## src/rtl/exp7_unidade_controle.sv

```systemverilog
// Moore control unit for the Experiment 7 memory game: sequences LED display,
// player input checking, new-play recording and end-of-game reporting.
module exp7_unidade_controle (
    input  logic       clock,
    input  logic       reset,
    input  logic       iniciar,
    input  logic       jogada_feita,
    input  logic       jogada_correta,
    input  logic       enderecoIgualRodada,
    input  logic       fimL,
    input  logic       timeout,
    input  logic       leds_meio,
    input  logic       leds_fim,
    output logic       zeraCR,
    output logic       zeraE,
    output logic       contaCR,
    output logic       contaE,
    output logic       limpaRC,
    output logic       registraRC,
    output logic       zeraLeds,
    output logic       registraLeds,
    output logic       contaT,
    output logic       contaL,
    output logic       led_selector,
    output logic       led_turn_off,
    output logic       ram_enable,
    output logic       pronto,
    output logic       ganhou,
    output logic       perdeu,
    output logic       db_timeout,
    output logic [4:0] db_estado
);

    typedef enum logic [4:0] {
        inicial        = 5'h00,
        preparacao     = 5'h01,
        mostra_led     = 5'h02,
        apaga_led      = 5'h03,
        proximo_mostra = 5'h04,
        fim_mostra     = 5'h05,
        espera_jogada  = 5'h06,
        registra       = 5'h07,
        comparacao     = 5'h08,
        proxima_jogada = 5'h09,
        avanca_escrita = 5'h0A,
        espera_nova    = 5'h0B,
        registra_nova  = 5'h0C,
        escreve        = 5'h0D,
        proxima_rodada = 5'h0E,
        fim_acertou    = 5'h0F,
        fim_errou      = 5'h10,
        fim_timeout    = 5'h11
    } state_t;

    state_t state, next_state;

    always_ff @(posedge clock or negedge reset) begin
        if (!reset) state <= inicial;
        else        state <= next_state;
    end

    always_comb begin
        next_state   = inicial;
        zeraCR       = 1'b0;
        zeraE        = 1'b0;
        contaCR      = 1'b0;
        contaE       = 1'b0;
        limpaRC      = 1'b0;
        registraRC   = 1'b0;
        zeraLeds     = 1'b0;
        registraLeds = 1'b0;
        contaT       = 1'b0;
        contaL       = 1'b0;
        led_selector = 1'b0;
        led_turn_off = 1'b0;
        ram_enable   = 1'b0;
        pronto       = 1'b0;
        ganhou       = 1'b0;
        perdeu       = 1'b0;
        db_timeout   = 1'b0;

        unique case (state)
            inicial: next_state = iniciar ? preparacao : inicial;
            preparacao: begin
                zeraE      = 1'b1;
                zeraCR     = 1'b1;
                limpaRC    = 1'b1;
                zeraLeds   = 1'b1;
                next_state = mostra_led;
            end
            mostra_led: begin
                registraLeds = 1'b1;
                led_selector = 1'b1;
                contaL       = 1'b1;
                next_state   = leds_meio ? apaga_led : mostra_led;
            end
            apaga_led: begin
                registraLeds = 1'b1;
                led_turn_off = 1'b1;
                contaL       = 1'b1;
                if (leds_fim) next_state = enderecoIgualRodada ? fim_mostra : proximo_mostra;
                else          next_state = apaga_led;
            end
            proximo_mostra: begin
                contaE     = 1'b1;
                next_state = mostra_led;
            end
            fim_mostra: begin
                zeraE        = 1'b1;
                led_turn_off = 1'b1;
                next_state   = espera_jogada;
            end
            espera_jogada: begin
                contaT       = 1'b1;
                registraLeds = 1'b1;
                // a press in the same cycle as timeout still counts
                if (jogada_feita) next_state = registra;
                else if (timeout) next_state = fim_timeout;
                else              next_state = espera_jogada;
            end
            registra: begin
                registraRC = 1'b1;
                next_state = comparacao;
            end
            comparacao: begin
                if (!jogada_correta)          next_state = fim_errou;
                else if (!enderecoIgualRodada) next_state = proxima_jogada;
                else if (fimL)                next_state = fim_acertou;
                else                          next_state = avanca_escrita;
            end
            proxima_jogada: begin
                contaE     = 1'b1;
                next_state = espera_jogada;
            end
            avanca_escrita: begin
                contaE     = 1'b1;
                next_state = espera_nova;
            end
            espera_nova: begin
                contaT       = 1'b1;
                registraLeds = 1'b1;
                if (jogada_feita) next_state = registra_nova;
                else if (timeout) next_state = fim_timeout;
                else              next_state = espera_nova;
            end
            registra_nova: begin
                registraRC = 1'b1;
                next_state = escreve;
            end
            escreve: begin
                ram_enable = 1'b1;
                next_state = proxima_rodada;
            end
            proxima_rodada: begin
                contaCR    = 1'b1;
                zeraE      = 1'b1;
                limpaRC    = 1'b1;
                next_state = mostra_led;
            end
            fim_acertou: begin
                pronto     = 1'b1;
                ganhou     = 1'b1;
                next_state = iniciar ? preparacao : fim_acertou;
            end
            fim_errou: begin
                pronto     = 1'b1;
                perdeu     = 1'b1;
                next_state = iniciar ? preparacao : fim_errou;
            end
            fim_timeout: begin
                pronto     = 1'b1;
                perdeu     = 1'b1;
                db_timeout = 1'b1;
                next_state = iniciar ? preparacao : fim_timeout;
            end
            default: next_state = inicial;
        endcase
    end

    assign db_estado = state;

endmodule

```

## config.mk

```make
export PLATFORM = sky130hd
export DESIGN_NAME = exp7_unidade_controle
export DESIGN_NICKNAME = d
export VERILOG_FILES = /design/src/rtl/exp7_unidade_controle.sv
export SDC_FILE = /design/constraint.sdc
export NUM_CORES = 1
export LEC_CHECK = 0
export BUFFER_PORTS_ARGS = -buffer_cell sky130_fd_sc_hd__buf_2
export CAP_MARGIN = 20
export CORE_MARGIN = 3
export CORE_UTILIZATION = 47
export DETAILED_ROUTE_END_ITERATION = 12
export GPL_ROUTABILITY_DRIVEN = 0
export GPL_TIMING_DRIVEN = 1
export PLACE_DENSITY_LB_ADDON = 0.12
export SLEW_MARGIN = 20
export SYNTH_ARGS = -nofsm -noshare
export SYNTH_HDL_FRONTEND = slang
export SYNTH_SLANG_ARGS = --single-unit
export TNS_END_PERCENT = 30
```

## constraint.sdc

```tcl
create_clock -name clock -period 1.7 [get_ports clock]
set_input_delay 0.425 -clock clock [delete_from_list [all_inputs] [get_ports clock]]
set_output_delay 0.425 -clock clock [all_outputs]
set_load 0.05 [all_outputs]
```

==> results of run 1 <==
[area by class of cell]
type	count	area share (%)
clock buffer	3	1.64
timing repair buffer	61	37.4
clock inverter	1	0.365
multi-input combinational	84	48.0
inverter	6	1.64
tap	15	1.37
sequential	5	9.59
[path summary, 6_finish.rpt]
path,startpoint,endpoint,slack [ps]
worst max-delay path,db_estado[0],contaE,-280
worst min-delay path,leds_fim,db_estado[2],450
worst max register to register,db_estado[2],db_estado[1],-40
worst min register to register,db_estado[0],db_estado[1],760
max in group asynchronous,reset,db_estado[3],990
min in group asynchronous,reset,db_estado[1],540
[worst reg2reg max path, cell delays in order, from the launching register on]
cell      delay (ps)
dfrtp_2          470
buf_6            150
buf_4            130
buf_4            170
nor4_4           250
and3_4           270
a21oi_1          110
o211ai_2         100
[power by group through the flow]
stage / combinational, mW / clock (mW) / sequential [mW]
CTS: 2.22 / 0.148 / 0.269
floorplan: 1.39 / 0 / 0.362
global placement: 1.91 / 0 / 0.265
finish: 2.60 / 0.168 / 0.272
global route: 2.66 / 0.166 / 0.275
detailed placement: 1.95 / 0 / 0.267
[synthesized netlist by cell type (all sizes together) (2+ instances only)]
cell type   n  area, µm²
o22ai       3       18.8
nor2       15       56.3
nor2b       3       18.8
nand3b      4       33.8
inv         6       22.5
o21ai       7       35.0
nand2       5       18.8
o211ai      2       25.0
buf         9       66.3
nand2b      8       50.1
dfrtp       5        125
nor4        3       25.0
nor3        5       30.0
nor4bb      2       20.0
nand3       3       15.0
a21oi       7       35.0
nor3b       2       15.0
[metal layers]
layer  wire length, µm  part of all wire (%)
met1              1490                    34
met2              1990                    46
met3               587                    14
met4               252                   5.8
met5                 0                     0
[logic make-up after synthesis]
| logic type | count (synthesis) |
|---|---|
| flip-flops | 5 |
| AND/OR/NAND/NOR | 56 |
| buffers and inverters | 15 |
| AO/OA/AOI/OAI | 26 |
| XOR/XNOR | 2 |
[per-stage QoR]
| step | setup WS, ps | cells |
|---|---|---|
| floorplan | -265 | 104 |
| global placement | 20.8 | 161 |
| detailed placement | -34.9 | 161 |
| CTS | -178 | 170 |
| global route | -340 | 175 |
| finish | -283 | 175 |
[timing repair]
action / CTS / global route
hold buffers: 1 / 0
gates resized for setup: 42 / 14
endpoints found under the setup margin: 17 / 24
endpoints found under the hold margin: 5 / 0
pin swaps: 3 / 3
buffers inserted: 4 / 5
==> reports/metrics.yaml, run 1 <==
worst_slack_ps: -283
min_path_type: "in2reg"
grt_max_degree: 18
grt_pass1_wl_um: 4890
drt-total-wl_um: 4320
largest_reg_flops: 5
failed_checks: "setup timing"
cp_top_family: "flip-flops"
synthArstFlopShare_pct: 100
clkSinkCount: 5
grt-ovfl-total: 0
fillers: 19
dp_hpwl_um: 1850
yosys.area_share.xor_xnor_pct: 3.31
final_antenna_net_count: 0
required_ps: 1270
worst_hold_slack_ps: 449
hold_depth: 3
synth_mux_area_share_pct: 0
ir_drop_mv: 1.57
worstPathCellList: "buf_4 > nand2b_1 > nor3b_2 > a21oi_2 > nor2_4 > buf_8"
multi_input_area_um2: 658
cp_max_fo: 7
portBuffers: 31
layout_min_cycle_time_ps: 1980
nets: 171
std_cell_rows: 13
crit_buf_inv: 2
synthAdderAreaFrac_pct: 0
slowest_delay_ps: 450
fin_crit_sh_pct: 117
ys_types: 38
final_common_cell: "buf_4"
p_seq_share_pct: 9.0
yosys_warnings: 0
numCtsBuffers: 3
drc: 0
outcome: "finished with violations"
seqCellArea_um2: 131
synthSimpleGateAreaFrac_pct: 43.8
num_io_pins: 32
combPwrFrac_pct: 85.5
rsz0062_at_grt: "true"
critPathLaunchType: "flop"
crit_path_end_kind: "output pin"
worst-r2r-cell-count: 7
worstMarginPinSlew_ps: 468
grt.busiest_layer: "met2"
grt_use_met1_pct: 37.6
fin_area_mm2: 0.00137
synth_top_family_by_area: "simple AND/OR/NAND/NOR gates"
grt_util_all_layers_pct: 32.5
p_int_mw: 1.28
dpl-instance-area_mm2: 0.00109
grt_antenna_before_repair: 0
die-width_um: 46.1
root_buffer: "clkbuf_4"
diodes: 0
synthCells: 104
arrival_ps: 1560
drt-initial-drc-count: 175
slew_headroom_pct: 68.5
synth_compound_area_share_pct: 24.6
start_util_pct: 54.1
layout-drive-gt1-share_pct: 62.5
slowest_stage: "dfrtp_2"
syn_nets: 114
grt_use_met3_pct: 7.81
cts_tree: "built"
synth_edf_count: 0
netlist_area_um2: 757
grtUsageMet2_pct: 53.6
synth-seq-area-share_pct: 16.5
dominantRegCellSynth: "dfrtp_1"
wl_per_cell_um: 24.7
cts.path.max_buffers: 2
p_sw_share_pct: 58.0
finalHoldViolCount: 0
maxCapViolations: 0
die_y_um: 46.1
finClkSkew_ps: 13.3
h-tree-depth: 1
worstSetupPathType: "reg2out"
fin_util_pct: 97.9
mostFrequentLayoutCells: "buf_4, buf_6, buf_2"
fmax_ghz: 0.504
syn_avg_cell_area_um2: 7.28
total_power_mw: 3.04
synthToLayoutAreaGrowth_pct: 81.0
grt_pass1_vias: 1071
yosys_register_bits: 5
dieArea_mm2: 0.00213
p_clk_share_pct: 5.5
vias_per_cell: 6.99
tns_ps: -3830
coreArea_mm2: 0.00140
vias: 1224
leakage_nw: 0.610
switchingPower_mw: 1.77
clk_pin_slew_ps: 70
power_density_mw_per_mm2: 2220
finalSetupViolCount: 21
drv_slew: 0
worstSkewPairLatency_ps: 270
dr.pass1.iters: 5
crit_cells: 6
Note: power is estimated with default switching activity, not from simulation.
==> run 2: changes to the inputs <==
ABC_AREA = 1   (was default)
==> reports/metrics.yaml, run 2 <==
start_util_pct: 53.8  # -0.36 points
h-tree-depth: 1  # unchanged
synth_edf_count: 0  # unchanged
post_cts_resized: 58  # +38%
syn_avg_cell_area_um2: 5.83  # -20%
cts.path.max_buffers: 2  # unchanged
synth.most_common_cell: "nand2_1"
synthSimpleGateAreaFrac_pct: 61.1  # +17 points
die-width_um: 46  # -0.28%
synthTopCellsByArea: "nand2_1, dfrtp_1, nand3_1"
num_io_pins: 32  # unchanged
synthArstFlopShare_pct: 100  # unchanged
yosys_register_bits: 5  # unchanged
std_cell_rows: 13  # unchanged
dpl-instance-area_mm2: 0.00104  # -4.7%
dp_hpwl_um: 1950  # +5.4%
netlist_area_um2: 752  # -0.66%
syn_nets: 139  # +22%
outcome: "aborted with a tool error"
dpl.cell_count: 186  # +16%
synth_mux_area_share_pct: 0  # unchanged
portBuffers: 31  # unchanged
numCtsBuffers: 3  # unchanged
die_y_um: 46  # -0.28%
synth_commonest_cells: "nand2_1, inv_1, nand3_1, nor2_1, nor2_2"
synthCells: 129  # +24%
root_buffer: "clkbuf_4"
clkSinkCount: 5  # unchanged
yosys.area_share.xor_xnor_pct: 0  # -3.3 points
dominantRegCellSynth: "dfrtp_1"
stop_error: "[ERROR DPL-0033] detailed placement checks failed during check placement."
synth_top_family_by_area: "simple AND/OR/NAND/NOR gates"
synth_top_area_cell: "nand2_1"
synthAdderAreaFrac_pct: 0  # unchanged
synth_compound_area_share_pct: 4.49  # -20 points
stop_stage: "clock tree synthesis (4_1_cts)"
ys_types: 21  # -45%
synth-seq-area-share_pct: 16.6  # +0.11 points
cts_setup_buffers: 17  # +13
yosysTopAreaCellShare_pct: 19.5  # +2.9 points
hold_buffers: 1  # unchanged
yosys_warnings: 0  # unchanged
[run 2: changes by cell type after synthesis, sizes merged, moves of 4 or more]
cell    previous run  this run
nand3              3        18
nor3               5         1
nand3b             4         0
nor2              15        25
inv                6        24
buf                9         4
o21ai              7         2
nand2              5        44
a21oi              7         0
nand2b             8         0
[run 2: kinds of logic after synthesis]
kind of cell | after synthesis
compound gates | 4
simple gates | 92
buf+inv | 28
flops | 5
[run 2: stage by stage]
| stage | setup slack [ps] | TNS [ps] |
|---|---|---|
| 3_5_place_dp | -12.9 | -12.9 |
| 3_3_place_gp | 19.7 | 0 |
| 2_1_floorplan | -306 | -1800 |
==> run 3: changes to the inputs <==
CORE_AREA = 3 3 64 66   (was default)
CORE_MARGIN = default   (was 3)
CORE_UTILIZATION = default   (was 47)
DIE_AREA = 0 0 67 69   (was default)
PLACE_DENSITY_LB_ADDON = 0.15   (was 0.12)
==> reports/metrics.yaml, run 3 <==
layout-drive-gt1-share_pct: 62.7
fillers: 393
cp_max_fo: 5
worstSkewPairLatency_ps: 220
h-tree-depth: 1  # unchanged
synth_edf_count: 0  # unchanged
failed_checks: "setup timing"
total_power_mw: 3.07
worst-r2r-cell-count: 10
fin_cells: 241
critPathLaunchType: "flop"
yosys_register_bits: 5  # unchanged
ir_drop_mv: 0.895
die_y_um: 69  # +50%
crit_buf_inv: 3
slew_headroom_pct: 83.2
grt_pass1_vias: 1037
cts.path.max_buffers: 2  # unchanged
dp_hpwl_um: 2220  # +14%
fin_crit_sh_pct: 107
ys_types: 21  # unchanged
nets: 204
crit_path_end_kind: "output pin"
synth_top_area_cell: "nand2_1"
portBuffers: 31  # unchanged
coreArea_mm2: 0.00363
r2r-end: "db_estado[1]"
r2r_start: "db_estado[0]"
mostFrequentLayoutCells: "nand2_1, buf_4, buf_2"
grt_max_degree: 10
outcome: "finished with violations"
worstMarginPinSlew_ps: 253
hold_buffers: 0  # -1
arrival_ps: 1390
dieArea_mm2: 0.00462
dpl.cell_count: 225  # +21%
grt-ovfl-total: 0
min_path_type: "in2async"
netlist_area_um2: 752  # unchanged
slowest_stage: "dfrtp_2"
root_buffer: "clkbuf_8"
syn_nets: 139  # unchanged
drt-initial-drc-count: 22
yosysTopAreaCellShare_pct: 19.5  # unchanged
largest_reg_flops: 5
num_io_pins: 32  # unchanged
required_ps: 1270
maxCapViolations: 0
drt-total-wl_um: 2900
rsz0062_at_grt: "true"
grt_antenna_before_repair: 0
yosys_warnings: 0  # unchanged
dpl-instance-area_mm2: 0.00112  # +8.3%
dr.pass1.iters: 4
drv_slew: 0
crit_cells: 7
grt_pass1_wl_um: 4550
syn_avg_cell_area_um2: 5.83  # unchanged
cts_tree: "built"
start_util_pct: 20.7  # -33 points
diodes: 0
worst_slack_ps: -117
die-width_um: 67  # +46%
std_cell_rows: 22  # +9
synthCells: 129  # unchanged
finClkSkew_ps: 1.87
numCtsBuffers: 3  # unchanged
drc: 0
clk_pin_slew_ps: 30
final_antenna_net_count: 0
slowest_delay_ps: 440
clkSinkCount: 5  # unchanged
synth.most_common_cell: "nand2_1"
worstPathCellList: "nand2_2 > inv_2 > nand3_4 > clkinvlp_4 > nor2_4 > nand2_4 > buf_8"
worstSetupPathType: "reg2out"
layout_min_cycle_time_ps: 1820
power_density_mw_per_mm2: 2020
fin_area_mm2: 0.00152
finalSetupViolCount: 15
dominantRegCellSynth: "dfrtp_1"
leakage_nw: 0.826
fmax_ghz: 0.550
cp_top_family: "flip-flops"
vias: 996
synth_commonest_cells: "nand2_1, inv_1, nand3_1, nor2_1, nor2_2"
vias_per_cell: 4.13
synth-seq-area-share_pct: 16.6  # unchanged
finalHoldViolCount: 0
synthToLayoutAreaGrowth_pct: 102
wl_per_cell_um: 12.0
reg2reg_slack_ps: 210
grt_util_all_layers_pct: 12.6
dp_slack_ps: -6.77  # +6.16 ps
synthArstFlopShare_pct: 100  # unchanged
synthTopCellsByArea: "nand2_1, dfrtp_1, nand3_1"
[run 3: cell counts after synthesis]
Identical to the previous run, type by type.
[run 3: metrics by stage]
stage,utilization [%],hold WS [ps],TNS [ps]
after floorplan,-,129,-1800
after global placement,30.9,247,-9.21
after detailed placement,30.9,246,-6.77
after CTS,39.3,15.5,-1160
after global routing,41.8,19.7,-1910
final,41.8,15.9,-941
[run 3: how the worst max path moves through the flow]
stage / from / to / slack (ps)
global placement: db_estado[3] / contaE / -9
detailed placement: db_estado[0] / zeraE / -7
floorplan: db_estado[1] / pronto / -310
global route: db_estado[3] / zeraE / -180
CTS: db_estado[2] / pronto / -110
finish: db_estado[3] / zeraE / -120
[run 3: worst reg2reg max path, cell delays in order, from the launching register on]
cell and delay, ps:
dfrtp_2 460, buf_12 160, nor2_4 110, nand2_2 70, buf_4 130, buf_4 130
nor2_4 120, nand2_1 70, nand3_1 70, nor2_1 50, nand2_1 60
[run 3: logic make-up (layout without fill, tap and decap cells)]
logic type,Yosys count,in the layout,synth area share (%)
flip-flops,5,5,16.6
AO/OA/AOI/OAI,4,4,4.49
buffers and inverters,28,92,17.8
AND/OR/NAND/NOR,92,92,61.1
[run 3: power by group]
part | switching, mW | total (mW) | internal (mW)
sequential | 0.0832 | 0.257 | 0.173
clock | 0.0531 | 0.214 | 0.160
combinational | 1.58 | 2.59 | 1.02
total | 1.71 | 3.07 | 1.35
[run 3: final cells by class]
class	instances	area [µm²]	area share [%]
multi-input cells	96	624	41.1
repair buffers	64	552	36.3
flip-flops and latches	5	131	8.64
clock buffers	4	45.0	2.96
inverters	24	108	7.08
well taps	48	60.1	3.95
[run 3: repair_timing]
| item | in CTS | in global routing |
|---|---|---|
| resized for setup | 62 | 15 |
| buffers inserted | 6 | 7 |
| setup endpoints to repair | 17 | 17 |
| pin swaps | 12 | 10 |
[run 3: routing by layer]
layer  global-route usage (%)  vias up  wire, µm
li1                         -      523         -
met1                     14.5      444      1140
met2                     22.3       23      1560
met3                     1.14        6       124
met4                     6.53        0        86
met5                        0        -         0
==> run 4: changes to the inputs <==
CORE_AREA = 2 2 63 65   (was 3 3 64 66)
DIE_AREA = 0 0 65 67   (was 0 0 67 69)
==> reports/metrics.yaml, run 4 (synthesized netlist as in run 3, its figures left out) <==
worst_slack_ps: -114  # +3.42 ps
largest_reg_flops: 5  # unchanged
wl_per_cell_um: 11.2  # -7.4%
drt-initial-drc-count: 56  # +150%
grt_max_degree: 10  # unchanged
slowest_delay_ps: 440  # about the same
vias_per_cell: 4.14  # +0.19%
fin_cells: 242  # +0.41%
hold_buffers: 0  # unchanged
std_cell_rows: 22  # unchanged
leakage_nw: 0.817  # -1.2%
final_antenna_net_count: 0  # unchanged
num_io_pins: 32  # unchanged
grt_pass1_vias: 1040  # +0.29%
fin_crit_sh_pct: 107  # -0.20 points
die-width_um: 65  # -3.0%
clkSinkCount: 5  # unchanged
cts.path.max_buffers: 2  # unchanged
cts_tree: "built"
worstSkewPairLatency_ps: 220  # about the same
worstMarginPinSlew_ps: 254  # +0.200 ps
grt_util_all_layers_pct: 13.6  # +1.0 points
diodes: 0  # unchanged
crit_path_end_kind: "output pin"
cp_max_fo: 5  # unchanged
fillers: 398  # +1.3%
vias: 1002  # +0.60%
synthToLayoutAreaGrowth_pct: 96.7
finClkSkew_ps: 1.99  # +0.117 ps
grt_pass1_wl_um: 4540  # -0.31%
required_ps: 1270  # about the same
layout-drive-gt1-share_pct: 63.4  # +0.71 points
portBuffers: 31  # unchanged
power_density_mw_per_mm2: 1950  # -3.5%
rsz0062_at_grt: "true"
outcome: "finished with violations"
min_path_type: "in2async"
dpl-instance-area_mm2: 0.00113  # +0.67%
finalSetupViolCount: 17  # +2
drc: 0  # unchanged
dp_hpwl_um: 2180  # -1.7%
numCtsBuffers: 3  # unchanged
nets: 205  # +0.49%
dieArea_mm2: 0.00436  # -5.8%
finalHoldViolCount: 0  # unchanged
dpl.cell_count: 226  # +0.44%
crit_buf_inv: 2  # -1
fin_area_mm2: 0.00148  # -2.7%
worstPathCellList: "nor2_4 > inv_4 > nor3_4 > or2_4 > buf_8"
layout_min_cycle_time_ps: 1810  # -3.42 ps
critPathLaunchType: "flop"
maxCapViolations: 0  # unchanged
die_y_um: 67  # -2.9%
ir_drop_mv: 0.825  # -7.7%
total_power_mw: 2.88  # -6.1%
grt-ovfl-total: 0  # unchanged
slowest_stage: "dfrtp_2"
cp_top_family: "simple AND/OR/NAND/NOR gates"
coreArea_mm2: 0.00361  # -0.76%
dr.pass1.iters: 4  # unchanged
drt-total-wl_um: 2700  # -7.0%
fmax_ghz: 0.551  # +0.19%
drv_slew: 0  # unchanged
worstSetupPathType: "reg2out"
failed_checks: "setup timing"
root_buffer: "clkbuf_8"
start_util_pct: 20.9  # +0.16 points
final_common_cell: "buf_4"
grt_antenna_before_repair: 0  # unchanged
arrival_ps: 1390  # about the same
h-tree-depth: 1  # unchanged
slew_headroom_pct: 83.2  # about the same
clk_pin_slew_ps: 30  # about the same
mostFrequentLayoutCells: "buf_4, nand2_1, buf_2"
[run 4: changes by cell type in the layout (fill, tap and decap cells not counted), sizes merged]
cell	delta
clkbuf	+1
[run 4: final cells by class]
type	instances	area (µm²)	share of cell area (%)
multi-input combinational	96	614	41.5
timing repair buffer	65	520	35.2
sequential	5	131	8.88
inverter	24	108	7.28
tap	48	60.1	4.06
clock buffer	4	45.0	3.05
[run 4: where the power goes]
group / switching, mW / internal [mW] / total, mW / leakage [nW]
combinational: 1.51 / 0.896 / 2.40 / 0.736
clock: 0.0543 / 0.161 / 0.215 / 0.0228
sequential: 0.0873 / 0.173 / 0.261 / 0.0584
total: 1.65 / 1.23 / 2.88 / 0.817
[run 4: final timing paths]
kind | to | cells after the start | start | slack (ps)
worst max register to register | db_estado[0] | 13 | db_estado[3] | -60
worst min-delay path | db_estado[3] | 1 | reset | 10
min in group clock | db_estado[3] | 3 | jogada_correta | 490
max in group asynchronous | db_estado[1] | 1 | reset | 1540
worst max-delay path | pronto | 5 | db_estado[3] | -110
worst min register to register | db_estado[2] | 4 | db_estado[2] | 800
[run 4: layer usage]
layer,vias to the layer above,GRT usage [%],share of wire (%),wire [µm]
met4,0,3.99,0.48,13
met1,452,16.5,40,1090
met3,2,0.507,3.0,81
li1,525,-,-,-
met2,23,25.9,56,1520
met5,-,0,0,0
[run 4: repair_timing]
| action | 4_1_cts | 5_1_grt |
|---|---|---|
| setup buffers | 10 | 2 |
| gates resized for setup | 42 | 25 |
| pin swaps | 8 | 6 |
| endpoints found under the setup margin | 17 | 18 |
[run 4: metrics by stage]
stage / setup TNS [ps] / hold WS [ps] / utilization [%] / setup WS [ps]
3_5_place_dp: -1.64 / 248 / 31.4 / -1.64
6_report: -1120 / 14.4 / 41.0 / -114
2_1_floorplan: -1800 / 129 / - / -306
4_1_cts: -1260 / 14.0 / 38.6 / -122
3_3_place_gp: -58.8 / 249 / 31.4 / -29.0
5_1_grt: -2320 / 18.7 / 41.0 / -180
